[src/rtl/jtcps2_keystream.sv]
// CPS2 decryption-key byte assembler. Collects KEYBYTES bytes from the
// downloader strobe, keeps a signature checksum and flags completion/overrun.
module jtcps2_keystream #(
  parameter int               KEYBYTES = 20,
  parameter int               SUMW     = 12,
  parameter logic [7:0]       SUM_MASK = 8'hCF,
  parameter logic [SUMW-1:0]  SUM_XOR  = 'h065
) (
  input  logic                    clk,
  input  logic                    rst,
  input  logic [7:0]              din,
  input  logic                    din_we,
  input  logic                    clr,
  input  logic [SUMW-1:0]         sum_ref,
  output logic [8*KEYBYTES-1:0]   data,
  output logic [7:0]              cnt,
  output logic                    busy,
  output logic                    done,
  output logic [SUMW-1:0]         sum,
  output logic                    sum_ok,
  output logic                    err
);

  localparam logic [1:0] S_IDLE = 2'd0;
  localparam logic [1:0] S_LOAD = 2'd1;
  localparam logic [1:0] S_DONE = 2'd2;
  localparam logic [1:0] S_ERR  = 2'd3;
  localparam logic [7:0] KB8    = 8'(KEYBYTES);

  logic [1:0]            state_q, state_d;
  logic [8*KEYBYTES-1:0] data_q, data_d, shifted;
  logic [7:0]            cnt_q, cnt_d;
  logic [SUMW-1:0]       sum_q, sum_d;
  logic                  busy_q, busy_d, done_q, done_d;
  logic                  sum_ok_q, sum_ok_d, err_q, err_d;
  logic                  last_we_q;
  logic                  take;

  // Conditional XOR, then add the byte as a signed quantity.
  function automatic logic [SUMW-1:0] sum_step(input logic [SUMW-1:0] s,
                                               input logic [7:0] b);
    logic [SUMW-1:0] t;
    t = ((b & SUM_MASK) != 8'd0) ? (s ^ SUM_XOR) : s;
    return t + SUMW'($signed(b));
  endfunction

  assign take = din_we && !last_we_q;

  if (KEYBYTES == 1) begin : g_one
    assign shifted = din;
  end else begin : g_many
    assign shifted = {din, data_q[8*KEYBYTES-1:8]};
  end

  always_comb begin
    state_d = state_q;
    data_d  = data_q;
    cnt_d   = cnt_q;
    sum_d   = sum_q;
    if (clr) begin
      state_d = S_IDLE;
      data_d  = '0;
      cnt_d   = '0;
      sum_d   = '0;
    end else if (take) begin
      case (state_q)
        S_IDLE, S_LOAD: begin
          data_d  = shifted;
          cnt_d   = cnt_q + 8'd1;
          sum_d   = sum_step(sum_q, din);
          state_d = (cnt_q + 8'd1 == KB8) ? S_DONE : S_LOAD;
        end
        S_DONE:  state_d = S_ERR;
        default: state_d = state_q;
      endcase
    end
    // Flags follow the next state so they line up with the updated data.
    busy_d   = (state_d == S_LOAD);
    done_d   = (state_d == S_DONE);
    err_d    = (state_d == S_ERR);
    sum_ok_d = (state_d == S_DONE) && (sum_d == sum_ref);
  end

  always_ff @(posedge clk) begin
    if (rst) begin
      state_q   <= S_IDLE;
      data_q    <= '0;
      cnt_q     <= '0;
      sum_q     <= '0;
      busy_q    <= 1'b0;
      done_q    <= 1'b0;
      sum_ok_q  <= 1'b0;
      err_q     <= 1'b0;
      last_we_q <= 1'b0;
    end else begin
      state_q   <= state_d;
      data_q    <= data_d;
      cnt_q     <= cnt_d;
      sum_q     <= sum_d;
      busy_q    <= busy_d;
      done_q    <= done_d;
      sum_ok_q  <= sum_ok_d;
      err_q     <= err_d;
      last_we_q <= din_we;
    end
  end

  assign data   = data_q;
  assign cnt    = cnt_q;
  assign busy   = busy_q;
  assign done   = done_q;
  assign sum    = sum_q;
  assign sum_ok = sum_ok_q;
  assign err    = err_q;

endmodule

[config.mk]
export PLATFORM = sky130hd
export DESIGN_NAME = jtcps2_keystream
export DESIGN_NICKNAME = d
export VERILOG_FILES = /design/src/rtl/jtcps2_keystream.sv
export SDC_FILE = /design/constraint.sdc
export NUM_CORES = 1
export LEC_CHECK = 0
export BUFFER_PORTS_ARGS = -buffer_cell sky130_fd_sc_hd__buf_4
export CAP_MARGIN = 10
export CORE_ASPECT_RATIO = 1.2
export CORE_MARGIN = 5
export CORE_UTILIZATION = 30
export CTS_BUF_LIST = sky130_fd_sc_hd__clkbuf_8
export CTS_CLUSTER_SIZE = 16
export DETAILED_ROUTE_END_ITERATION = 10
export PLACE_DENSITY_LB_ADDON = 0.1
export REMOVE_ABC_BUFFERS = 1
export SETUP_SLACK_MARGIN = 0.15
export SLEW_MARGIN = 20
export SYNTH_ARGS = -nofsm -noshare
export SYNTH_HDL_FRONTEND = slang
export SYNTH_SLANG_ARGS = --single-unit
[constraint.sdc]
create_clock -name clk -period 10.75 [get_ports clk]
set_input_delay 2.15 -clock clk [delete_from_list [all_inputs] [get_ports clk]]
set_output_delay 2.15 -clock clk [all_outputs]
set_load 0.005 [all_outputs]
After elaboration in Yosys (flattened, before gate mapping):

Index checks and enable logic that the tools add are counted.

* input port bits: 24
* register bits: 187
* logic and storage cells: 35

* mux-type cells: 8
* equality and inequality tests: 7
* bitwise operators: 1
* $add $sub $neg: 2
* reductions and logical operators: 8

Operators with widths (number)
* $mux W12: 3
* $add A12 B12 Y12: 1
* $eq A12 B12 Y1: 1
* $add A8 B1 Y8 const B: 1
* $eq A8 B5 Y1 const B: 1
* $reduce_bool A8 Y1: 1
* $mux W7: 1
* $eq A2 B2 Y1 const B: 3
* $mux W2: 3
* $eq A2 B1 Y1 const B: 2
* $not A4 Y4: 1
* $pmux W2 S2: 1
* $reduce_or A2 Y1: 2
* $logic_and A1 B1 Y1: 2
* $logic_not A2 Y1: 1
* $reduce_and A2 Y1: 1
* $logic_not A1 Y1: 1

Logic depth before layout (Yosys ltp):

Gate-level depths: netlist (run 1).

* depth in word-level cells: 8
* depth in mapped cells: 13
* mapped depth without buffers: 13

Worst setup path after synthesis (run 1):

OpenSTA, ideal clock, no wires.

* kind: input-to-reg
* start: input port din[1]
* end: register sum_ok_q, in the netlist sum_ok
* slack: 5650 ps
* cell stages on the path: 13
* arrival: 4997 ps
* data required time: 10647 ps
* buffers on the path: 0
* cell sequence: nor4_1 nand2_1 xor2_1 ha_1 fa_1 a211oi_2 nor2_1 xor2_1 o22ai_1 a311o_2 nor4_1 a31oi_1 a2111oi_2

* cells in the longest elaborated chain, start to end: 8

RTL lines
* from (decl): line 11 `input logic [7:0] din,`
* $reduce_bool A8 Y1: line 43 `t = ((b & SUM_MASK) != 8'd0) ? (s ^ SUM_XOR) : s;`
* $mux W7: line 43
* $add A12 B12 Y12 (*): line 44 `return t + SUMW'($signed(b));`
* $mux W12 (*): line 66 `case (state_q)`
* $mux W12 (*): line 65 `end else if (take) begin`
* $mux W12 (*): line 60 `if (clr) begin`
* $eq A12 B12 Y1 (*): line 81 `sum_ok_d = (state_d == S_DONE) && (sum_d == sum_ref);`
* $logic_and A1 B1 Y1 (*): line 81
* to (signal assigned): line 102 `sum_ok_q <= sum_ok_d;`
* to (decl): line 35 `logic sum_ok_q, sum_ok_d, err_q, err_d;`

Every way passes the cells marked *; elsewhere a longest branch is shown, timed or not.
A chain may end at the register's enable or synchronous reset.

Worst setup path in the final report (run 1):

Same ends and word-level chain as after synthesis.

==> run summary, run 1 <==
The flow ran to the end, and the final reports show no timing, DRC or antenna violations. For the pin with the worst max-slew slack, the measured transition is 975 ps. In this run the post-CTS setup repair buffer count came out at 0. The tools report the first-pass iteration count of the detailed router as 7. The cell area that synthesis handed to floorplanning was 0.00743 mm².

The via-per-instance ratio works out to 4.63. Cell type group with the largest total delay on the critical path: compound AO/OA/AOI/OAI gates. Counting every instance in the synthesized netlist gives 950. At the later pin of the worst-skew pair, clock insertion delay measures 470 ps. The kind of launch point of the worst setup path was an input port.

Summed over all layers, the global routing overflow is 0. The maximum number of pins on one net before global-route repair was 93; the count of state elements after synthesis was 187. For the total routing usage reported by global routing, the log shows 0.147. The final number of max-transition violations is 0, and the max-slew headroom at the worst pin is 0.350. The share of layout cells above drive strength 1 was 0.227; the number of buffers added on ports was 207.

The share of flip-flops with an asynchronous set or reset after synthesis was 0; the clock buffer count from CTS was 17. In the final routed layout, each cell accounts on average for 14.8 µm. Setup violations remaining at the end of the flow were counted as 0.

The critical path in this run is classified as input port to flop. 0 antenna diodes ended up in the layout. Traced cell by cell, the critical path runs through buf_4 -> nor4_1 -> nand2_1 -> xor2_1 -> ha_1 -> fa_1 -> a211oi_2 -> nor2_1 -> xor2_1 -> o22ai_1 -> a311o_2 -> nor4_1 -> a31oi_1 -> a2111oi_2. The clock period minus worst slack is 5190 ps. The area of placed instances is 0.00916 mm², and the total non-filler cell area in the finished layout is 0.00955 mm².

The initial core utilization was 0.302; the via count of the first global-routing pass was 6243. TritonCTS built the clock tree. After clock tree synthesis, the flow added hold-fix buffers numbering 0.

For this run, design rule violations remaining after detail routing come to 0. Along the worst path, the maximum fanout reaches 4. For the post-synthesis sequential area ratio, the log shows 0.504.

The die is 182 µm tall. During synthesis, Yosys emitted a total of 0 warnings. The DRC marker count from the first detailed-route iteration was 404. For the first-pass GRT wire length, the log shows 33700 µm.

Summed over all nets, the half-perimeter wirelength after detailed placement is 14500 µm. After synthesis, the netlist uses 52 different library cells. Peak clock frequency supported by timing: 193 MHz.

Final hold analysis gives a worst-case slack of 459 ps. For this run, the leading register cell type out of synthesis is dfxtp_1. The average cell area after synthesis was 7.82 µm². Leakage power: 3.59 nW. By count the netlist is led by 347 x nand2_1, 187 x dfxtp_1, 178 x a21oi_1.

For this block, the routed nets add up to 21600 µm of wire. Counting along the longest clock path gives a buffer depth of 2. The count of buffering cells on the critical path with inverters included was 1.

The area growth from synthesis to final layout came out at 28.6%. For this run, the slowest stage of the critical path takes 440 ps. The most common cell in the synthesized netlist is nand2_1. Detailed routing inserted a total of 6737 vias. The clock arrives with 17.2 ps of skew.

Post-cts sizing count: 0. The fraction of synthesized cell area taken by the top area cell type is 0.504, and the final sum of negative setup slack is 0 ps. Routability-driven placement finished with a final weighted congestion of 0.925. The synthesized design spends more area on one cell type than any other, namely dfxtp_1.

The nature of the critical path endpoint is a flop. By area the synthesized netlist is led by dfxtp_1 50%, nand2_1 18%, a21oi_1 12%, clkbuf_1 2.9%, ha_1 2.2%. For the row count, the log shows 63. The logs give 0 for the max-capacitance violation count and 0.0246 mm² for the core outline area. The number of antenna violations at the first check in global routing is 0, and the largest voltage drop on the vdd net is 0.0000671 V. For this run, the post-layout net count is 1156. The fraction of the cycle the final worst path needs was 0.483. Dividing total power by cell area gives a power density of 135 mW/mm². On the critical path, the stage with the largest delay is an instance of fa_1.

The tree is rooted in a clkbuf_8. The die covers 0.0280 mm². The final hold violation count was 0; the number of synthesized flops with an enable pin was 0. STA puts the critical path data required time at 11130 ps. CTS saw 187 sinks. Setup repair after global routing left no endpoint under its margin. The classification of the worst-slack hold path is flop to flop. Clock-pin slew was measured on the worst setup and hold paths at 100 ps.

The H-tree depth reported by CTS was 4. 208 I/O pins were placed. The detail route stage leaves a number of antenna-violating nets equal to 0.

The die is 154 µm wide. At the worst endpoint, the arrival time is 5570 ps.
[final cells by class]
class                      count  area (µm²)
multi-input combinational    686        3360
tap                          325         407
sequential                   187        3740
inverter                      13        48.8
clock inverter                14         146
timing repair buffer         213        1600
fill                        2650       15000
clock buffer                  18         248
[metrics by stage]
step                      power [mW]  instances  worst slack [ps]   util
after floorplan                0.792        886              4100      -
after detailed placement       0.840       1424              5100  0.372
final                           1.29       1456              5560  0.388
after global placement         0.841       1424              5080  0.372
after CTS                       1.32       1456              5620  0.388
after global routing            1.36       1456              5410  0.388
[cells in the final DEF, fill, tap and decap left out, types with 9 or more instances in the layout]
cell type  count
buf_4        213
xor2_1        14
clkbuf_8      18
a21oi_1      178
inv_1         15
nor2_1        37
xnor2_1        9
nand2_1      347
dfxtp_1      187
ha_1          13
[registers in the layout (all words and copies together) (netlist names)]
register and count:
last_we_q 1, state_q 2, sum_ok 1, done 1
data 160, err 1, busy 1, cnt 8
sum 12
[per-layer routing]
metal	share of wire	routed length, µm	track usage
met2	0.48	10300	0.245
met3	0.059	1280	0.0389
met4	0.013	270	0.0428
met1	0.45	9740	0.188
met5	0	0	0
[power by group]
part | internal, mW | total (mW) | switching (mW)
combinational | 0.0398 | 0.121 | 0.0816
sequential | 0.696 | 0.701 | 0.00513
clock | 0.214 | 0.470 | 0.256
[final timing paths]
kind                              from              endpoint  slack, ps  cells past startpoint
setup / recovery                din[1]     sum_ok$_SDFF_PP0_       5560                     14
hold / removal    data[0]$_SDFFE_PP0P_  data[0]$_SDFFE_PP0P_        460                      2
setup reg to reg     sum[0]$_SDFF_PP0_     sum_ok$_SDFF_PP0_       7510                     11
hold reg to reg   data[0]$_SDFFE_PP0P_  data[0]$_SDFFE_PP0P_        460                      2
[worst reg2reg max path, cell delays in order (launching register included)]
cell,delay (ps)
dfxtp_1,370
xor2_1,180
ha_1,230
fa_1,440
a211oi_2,330
nor2_1,130
xor2_1,190
o22ai_1,110
a311o_2,360
nor4_1,310
a31oi_1,160
a2111oi_2,350
[cells by family (layout without fill, tap and decap cells)]
| kind of cell | count (synthesis) | count (layout) | share of synthesized area |
|---|---|---|---|
| muxes | 7 | 7 | 0.0103 |
| and+or+nand+nor | 422 | 422 | 0.225 |
| AOI/OAI and AO/OA | 220 | 220 | 0.164 |
| xor gates and xnor gates | 23 | 23 | 0.0271 |
| DFF | 187 | 187 | 0.504 |
| adders and majority gates | 14 | 14 | 0.0246 |
| buffers and inverters | 77 | 258 | 0.0445 |
Note: power is estimated with default switching activity, not from simulation.
==> run 2: changes to the inputs <==
--- a/config.mk
+++ b/config.mk
@@ -5,6 +5,7 @@
 export SDC_FILE = /design/constraint.sdc
 export NUM_CORES = 1
 export LEC_CHECK = 0
+export ABC_AREA = 1
 export BUFFER_PORTS_ARGS = -buffer_cell sky130_fd_sc_hd__buf_4
 export CAP_MARGIN = 10
 export CORE_ASPECT_RATIO = 1.2
==> constraint.sdc (replaced) <==
create_clock -name clk -period 4.2 [get_ports clk]
set_input_delay 0.84 -clock clk [delete_from_list [all_inputs] [get_ports clk]]
set_output_delay 0.84 -clock clk [all_outputs]
set_load 0.005 [all_outputs]
==> run 2 against run 1 <==
Net effect:
- total power rose to 2.7 times the previous value
- non-clock buffer count fell by 1
- first-iteration DRC count shrank 11%
- worst setup slack worse by 4300 ps
- sequential share of layout area is 0.95 points lower
- register-to-register slack worse by 5600 ps
- sequential cell count did not move
- highest routed layer unchanged
==> run summary, run 2 <==
Summed over all instances, the cell type with the most area after synthesis is dfxtp_1. The library cell used most frequently in the layout, excluding fill and tap cells, is nor2_1. The run gives 15100 µm (+4.3%) as the total half-perimeter wirelength after legalization and detailed placement.

The critical path goes through buf_4 -> nor4_1 -> nand2_1 -> xor2_1 -> ha_1 -> fa_1 -> nand2_1 -> inv_1 -> o21ai_1 -> nand3_1 -> nand2_1 -> nand2_1 -> nor2_1 -> nand3_1 -> nor2_1 -> nand3_1 -> nor3_2. The count of boundary I/O pins came out at 208 (unchanged). In the synthesized netlist the dominant register cell turns out to be dfxtp_1. The max-capacitance violation count is 0 (unchanged). The first-pass GRT wire length was 36200 µm (+7.4%); the count of state elements after synthesis was 187 (unchanged). The number of standard cells in the final layout excluding fillers came out at 1571 (+7.9%). The number of buffers on the longest clock path is 2 (unchanged), and the DRC violations left is 0 (unchanged). The sink count of the clock tree is 187 (unchanged), and the power density relative to cell area is 355 mW/mm² (+160%). The final hold violation count was 0 (unchanged).

Final number of max-transition violations: 0 (unchanged). The post-detailed-route count of antenna-violating nets was 0 (unchanged); the layout net count was 1266 (+9.5%). The total routing usage reported by global routing is 0.155 (+0.00738).

In the layout the commonest cells are 352 x nor2_1, 210 x buf_4, 187 x dfxtp_1. For the via count of the first global-routing pass, the log shows 6575 (+5.3%). The critical path is of the input port to flop type.

The total non-filler cell area in the finished layout is 0.00979 mm² (+2.5%), and the number of buffers added on ports is 207 (unchanged). For the max-slew headroom at the worst pin, the log shows 0.472 (+0.122). The leakage power is 4.75 nW (+32%), and the core outline area is 0.0253 mm² (+2.9%). The share of flip-flops with an asynchronous set or reset after synthesis is 0 (unchanged). Setup repair after global routing left no endpoint under its margin. The delay of the slowest critical-path stage was 440 ps (about the same). Largest voltage drop on the vdd net: 0.000151 V (+120%). H-tree depth reported by CTS: 4 (unchanged). The nature of the critical path endpoint is a flop.

Relative to the synthesized area, the layout overhead comes to 28.0%. Startpoint of the worst hold path: data[24]$_SDFFE_PP0P_. The hold-critical path depth was 2 (unchanged); the actual slew at the worst max-slew pin was 789 ps (-185 ps).

The worst setup slack after placement is 785 ps (-4310 ps). The worst path required time is 4600 ps (-6530 ps). The worst path in the final design needs a cycle of 2940 ps, including I/O delays and setup.

The insertion delay to the later sink of the worst-skew pair is 460 ps (about the same). For the global placement routability congestion, the log shows 0.912 (-1.4%). The height of the die came out at 185 µm (+1.4%). The leftover overflow at the end of global routing was 0 (unchanged); the clock buffer count from CTS was 17 (unchanged).

The logs give 0.00944 mm² (+3.1%) for the area of placed instances and 0 ps (unchanged) for the final sum of negative setup slack. The count of buffering cells on the critical path with inverters included is 2 (+1), and the fraction of synthesized cell area taken by the top area cell type is 0.489 (-0.0147). The initial core utilization is 0.302 (+0.000321).

The run finished with clean final reports. The largest fanout on the critical path works out to 4 (unchanged). Library cell contributing the largest single delay on the critical path: fa_1. The depth of the worst register-to-register path is 14 (+3).

The origin of the critical flop-to-flop path is sum[0]$_SDFF_PP0_. The DRC marker count from the first detailed-route iteration came out at 361 (-11%). The cell type group with the largest total delay on the critical path was simple AND/OR/NAND/NOR gates.

For the post-route clock skew, the log shows 15.7 ps (-1.56 ps). The most numerous cell type found on the critical path is nand2_1. The fraction of the cycle the final worst path needs works out to 0.699. The logs give 0.489 (-0.0147) for the post-synthesis sequential area ratio and 4 (-3) for the first-pass iteration count of the detailed router.

The logs give 0 (unchanged) for the post-cts sizing count and 64 (+1.6%) for the row count. TritonCTS built the clock tree. Final wirelength: 22800 µm (+5.5%).

In the post-synthesis netlist, the biggest area contributors are dfxtp_1 49%, nor2_1 17%, o21ai_0 11%, nand2_1 5.5%, inv_1 2.8%. The number of failing setup endpoints in the final timing report is 0 (unchanged). Clock tree synthesis selected as its root buffer the cell clkbuf_8.

The average cell area after synthesis came out at 7.24 µm² (-7.3%). The via-per-instance ratio is 4.59 (-0.87%), and the overall via count from detail_route is 7206 (+7.0%). The worst hold path terminates at data[16]$_SDFFE_PP0P_.

The routed wire length per instance came out at 14.5 µm (-2.2%). The tools report the kind of launch point of the worst setup path as an input port. The overall power consumption was 3.47 mW (+170%); the number of warnings issued by yosys was 0 (unchanged). The reg-to-reg endpoint was sum_ok$_SDFF_PP0_. The logs give 1539 (+8.1%) for the placed instance count and 34 (-35%) for the distinct cell type count of the synthesized netlist. The reg2reg setup slack was 1880 ps (-5630 ps); the number of setup buffers added after CTS was 0 (unchanged). The post-CTS clock slew at the launch and capture registers of the worst setup and hold paths works out to 100 ps (about the same). The number of synthesized flops with an enable pin was 0 (unchanged). The tools report the number of instances in the synthesized netlist as 1056 (+11%). For the arrival time of data at the critical path endpoint, the log shows 3330 ps (-2240 ps).

The combined area of all synthesized cells came out at 0.00765 mm² (+3.0%). Yosys instantiated no cell more often than nor2_1. The run gives 1260 ps (-4300 ps) as the post-layout worst setup margin. The number of fill cells in the layout was 2798 (+5.6%); the number of flip-flops under the largest register name was 160 (unchanged). For the peak clock frequency supported by timing, the log shows 340 MHz. The tightest min-delay check is of the flop to flop type. The antenna cell count was 0 (unchanged); the number of antenna violations at the first check in global routing was 0 (unchanged).

The maximum number of pins on one net before global-route repair was 166 (+78%). Horizontal extent of the die: 156 µm (+1.4%). The share of layout cells above drive strength 1 works out to 0.210 (-0.0177).

Number of hold-repair buffers added at the cts stage: 0 (unchanged). The die area was 0.0288 mm² (+2.8%). Counting instances in the post-synthesis netlist gives the leading cell types as 353 x nor2_1, 187 x dfxtp_1, 163 x o21ai_0.
[run 2: cells by family after synthesis]
group / after synthesis / share of synthesized area
buf+inv: 121 / 0.0646
compound gates: 189 / 0.129
fa+ha+maj: 14 / 0.0239
xor+xnor: 6 / 0.00687
simple gates: 539 / 0.286
flops: 187 / 0.489
[run 2: worst max path at each step]
| stage | startpoint | endpoint | cells past startpoint |
|---|---|---|---|
| after floorplan | rst | sum_ok$_SDFF_PP0_ | 5 |
| after global placement | din[1] | sum_ok$_SDFF_PP0_ | 17 |
| after detailed placement | din[1] | sum_ok$_SDFF_PP0_ | 17 |
| after CTS | din[1] | sum_ok$_SDFF_PP0_ | 17 |
| after global routing | din[1] | sum_ok$_SDFF_PP0_ | 17 |
| final | din[1] | sum_ok$_SDFF_PP0_ | 17 |
[run 2: final cells by class]
cell class	count	area (µm²)	area share
clock inverter	12	75.1	0.00767
timing repair buffer	212	1620	0.165
clock buffer	20	275	0.0281
sequential	187	3740	0.382
tap	330	413	0.0422
inverter	62	233	0.0238
multi-input combinational	748	3430	0.351
[run 2: report_power, final]
group | leakage, nW | internal, mW | switching, mW
sequential | 1.52 | 1.84 | 0.0510
clock | 0.185 | 0.453 | 0.642
combinational | 3.04 | 0.195 | 0.293
total | 4.75 | 2.49 | 0.987
[run 2: through the flow]
stage | util | hold WS, ps
after detailed placement | 0.373 | 492
after floorplan | - | 495
final | 0.387 | 500
after global placement | 0.373 | 490
after global routing | 0.387 | 521
after CTS | 0.387 | 504
[run 2: per-layer routing]
metal / track usage / wire length [µm] / part of all wire
met1: 0.205 / 10600 / 0.47
met2: 0.251 / 10700 / 0.47
met3: 0.0337 / 1090 / 0.048
met4: 0.0490 / 405 / 0.018
met5: 0 / 0 / 0
[run 2: worst register-to-register path, cell delays in order, from the launching register on]
cell and delay (ps):
dfxtp_1 370, xor2_1 180, ha_1 250, fa_1 440, nand2_1 110, inv_1 40, o21ai_1 150, nand3_1 110
nand2_1 80, nand2_1 40, nor2_1 100, nand3_1 90, nor2_1 90, nand3_1 100, nor3_2 100
==> run 3: changes to the inputs <==
==> constraint.sdc (replaced) <==
create_clock -name clk -period 2.68 [get_ports clk]
set_input_delay 0.536 -clock clk [delete_from_list [all_inputs] [get_ports clk]]
set_output_delay 0.536 -clock clk [all_outputs]
set_load 0.005 [all_outputs]
==> run 3 against run 2 <==
Net effect:
- clock power rose by 64%
- non-clock buffer count rose by 30
- global-route usage fell by 0.13 points
- combinational power rose by 68%
- wire length fell by 0.13%
- total power rose by 61%
- sequential power rose by 57%
- via count rose by 0.83%
- clock skew fell by 5.5 ps
- hold slack got worse by 200 ps
- final cell count rose by 1.7%
- sequential cell count did not move
- largest power group unchanged
==> run summary, run 3 (same netlist as run 2, synthesis figures left out) <==
The run finished with clean final reports. Derived from the worst setup path, the maximum achievable clock frequency is 407 MHz. Leakage power: 4.91 nW (+3.4%). The CTS root buffer is clkbuf_8. The layer flagged by global routing as most heavily used is met2. For the H-tree depth reported by CTS, the log shows 4 (unchanged). For the post-layout worst setup margin, the log shows 222 ps (-1040 ps). Counting I/O delays and the setup requirement, the final critical path takes 2460 ps. The post-CTS clock slew at the launch and capture registers of the worst setup and hold paths is 90 ps (about the same), and the number of standard cells in the final layout excluding fillers is 1597 (+1.7%). The number of antenna violations at the first check in global routing is 0 (unchanged), and the largest fanout on the critical path is 2 (-2). The library cell contributing the largest single delay on the critical path is fa_2. TritonCTS built the clock tree. The count of buffering cells on the critical path with inverters included works out to 2 (unchanged). The actual slew at the worst max-slew pin came out at 731 ps (-58.5 ps).

The worst setup slack after placement is -310 ps (-1100 ps). The sink count of the clock tree was 187 (unchanged). The final wirelength was 22700 µm (-0.13%). For the total non-filler cell area in the finished layout, the log shows 0.0101 mm² (+3.1%). The final hold violation count is 0 (unchanged), and the area growth from synthesis to final layout is 32.0%. The library cell used most frequently in the layout, excluding fill and tap cells, is nor2_1. The placed instance count was 1568 (+1.9%). The logs give 15700 µm (+3.7%) for the total half-perimeter wirelength after legalization and detailed placement and 0.258 (+0.00711) for the met2 usage. The logs give 0 (unchanged) for the number of failing setup endpoints in the final timing report and 208 (unchanged) for the count of boundary I/O pins. Kind of launch point of the worst setup path: an input port. The row count was 64 (unchanged); the max-slew headroom at the worst pin was 0.513 (+0.0403).

The setup path with the least slack is of type input port to flop. The number of buffers added on ports came out at 207 (unchanged). The top cell types in the final layout, fill and taps aside, are 352 x nor2_1, 237 x buf_4, 187 x dfxtp_1. The final number of max-transition violations came out at 0 (unchanged).

The tightest min-delay check is of the input port to flop type. Final cell utilization of the core: 0.399 (+0.0122). The clock buffer count from CTS was 17 (unchanged). Cell type group with the largest total delay on the critical path: simple AND/OR/NAND/NOR gates. The first-pass iteration count of the detailed router came out at 5 (+1).

The core outline area is 0.0253 mm² (unchanged). The cell occurring most often along the worst timing path was nand2_1. The share of layout cells above drive strength 1 works out to 0.233 (+0.0233). The run gives 0 (unchanged) as the antenna cell count. The arrival time of data at the critical path endpoint was 2850 ps (-480 ps).

The post-detailed-route count of antenna-violating nets is 0 (unchanged), and the final sum of negative setup slack is 0 ps (unchanged). The insertion delay to the later sink of the worst-skew pair was 450 ps (about the same); the overall via count from detail_route was 7266 (+0.83%). The logs give 6808 (+3.5%) for the via count of the first global-routing pass and 301 ps (-199 ps) for the final-layout worst hold slack. The number of fill cells in the layout was 2716 (-2.9%); the leftover overflow at the end of global routing was 0 (unchanged). The post-route clock skew was 10.2 ps (-5.47 ps); the overall power consumption was 5.57 mW (+61%).

The delay of the slowest critical-path stage is 560 ps (+120 ps), and the DRC violations left is 0 (unchanged). The largest voltage drop on the vdd net was 0.000259 V (+72%). The power density relative to cell area works out to 552 mW/mm² (+56%). The tools report the global routing met1 resource utilization as 0.197 (-0.00886). Global placement routability congestion: 0.863 (-5.4%).

Setup repair after global routing could not meet its margin everywhere. The horizontal extent of the die was 156 µm (unchanged). Walking the worst path, the cells encountered are buf_4 -> nor4_4 -> nand2_2 -> xor2_1 -> ha_2 -> fa_2 -> inv_1 -> nand2_1 -> nand2_1 -> nand2_2 -> nand4_1 -> nand2_1 -> nand2_1 -> nor2_1 -> nand3_1 -> nor2_1 -> nand3_1 -> nor3_2.

The height of the die was 185 µm (unchanged); the global routing usage on met3 was 0.0379 (+0.00421). The number of flip-flops under the largest register name was 160 (unchanged); the initial core utilization was 0.302 (unchanged). The area of placed instances came out at 0.00969 mm² (+2.7%).

The run gives 0.0288 mm² (unchanged) as the die area. The nature of the critical path endpoint was a flop. For the maximum number of pins on one net before global-route repair, the log shows 114 (-31%). The run gives 2 (unchanged) as the number of buffers on the longest clock path. Max-capacitance violation count: 0 (unchanged). The tools report the total routing usage reported by global routing as 0.153 (-0.00128). The worst path required time is 3070 ps (-1530 ps). The fraction of the cycle the final worst path needs was 0.917. The layout net count is 1296 (+2.4%), and the routed wire length per instance is 14.2 µm (-1.8%). The via-per-instance ratio was 4.55 (-0.81%); the first-pass GRT wire length was 36000 µm (-0.48%). The DRC marker count from the first detailed-route iteration is 466 (+29%).
[run 3: cell types whose count changed in the layout (fill, tap and decap cells not counted), sizes merged]
cell and change:
bufinv +2, inv -1, clkinvlp -2, clkinv -1, clkbuf -2, buf +30
[run 3: final timing paths]
kind	depth (start not counted)	start	slack (ps)	end
worst max-delay path	18	din[6]	220	sum_ok$_SDFF_PP0_
worst min-delay path	3	din_we	300	last_we_q$_SDFF_PP0_
worst max register to register	16	sum[0]$_SDFF_PP0_	400	sum_ok$_SDFF_PP0_
worst min register to register	2	data[104]$_SDFFE_PP0P_	500	data[96]$_SDFFE_PP0P_
[run 3: metal layers]
metal	vias to the layer above	routed length [µm]
li1	3772	-
met1	3299	10300
met5	-	0
met4	0	304
met3	20	1170
met2	175	11000
[run 3: worst register-to-register path, cell delays in order (launching register included)]
cell     delay [ps]
dfxtp_1         420
xor2_1          170
ha_2            230
fa_2            420
inv_1            60
nand2_1          40
nand2_1          70
nand2_2          60
nand3_2          60
nand2_1          60
nand2_1          60
nand2_1          50
nor2_1           90
nand3_1         120
nor2_1          120
nand3_1          90
nor3_2          100
[run 3: final cells by class]
type,count,area [µm²],area share
inverter,62,233,0.0231
clock inverter,10,106,0.0105
multi-input combinational,748,3470,0.344
tap,330,413,0.0409
timing repair buffer,242,1880,0.186
sequential,187,3740,0.371
clock buffer,18,248,0.0245
[run 3: power by group]
group | leakage [nW] | switching (mW) | internal (mW)
combinational | 3.19 | 0.468 | 0.351
clock | 0.190 | 0.969 | 0.825
sequential | 1.52 | 0.0802 | 2.88
total | 4.91 | 1.52 | 4.06
[run 3: timing repair]
action | 4_1_cts | 5_1_grt
gates resized for setup | 0 | 10
endpoints found under the hold margin | 0 | 0
buffers inserted | 0 | 1
hold buffers | 0 | 0
setup endpoints to repair | 0 | 2
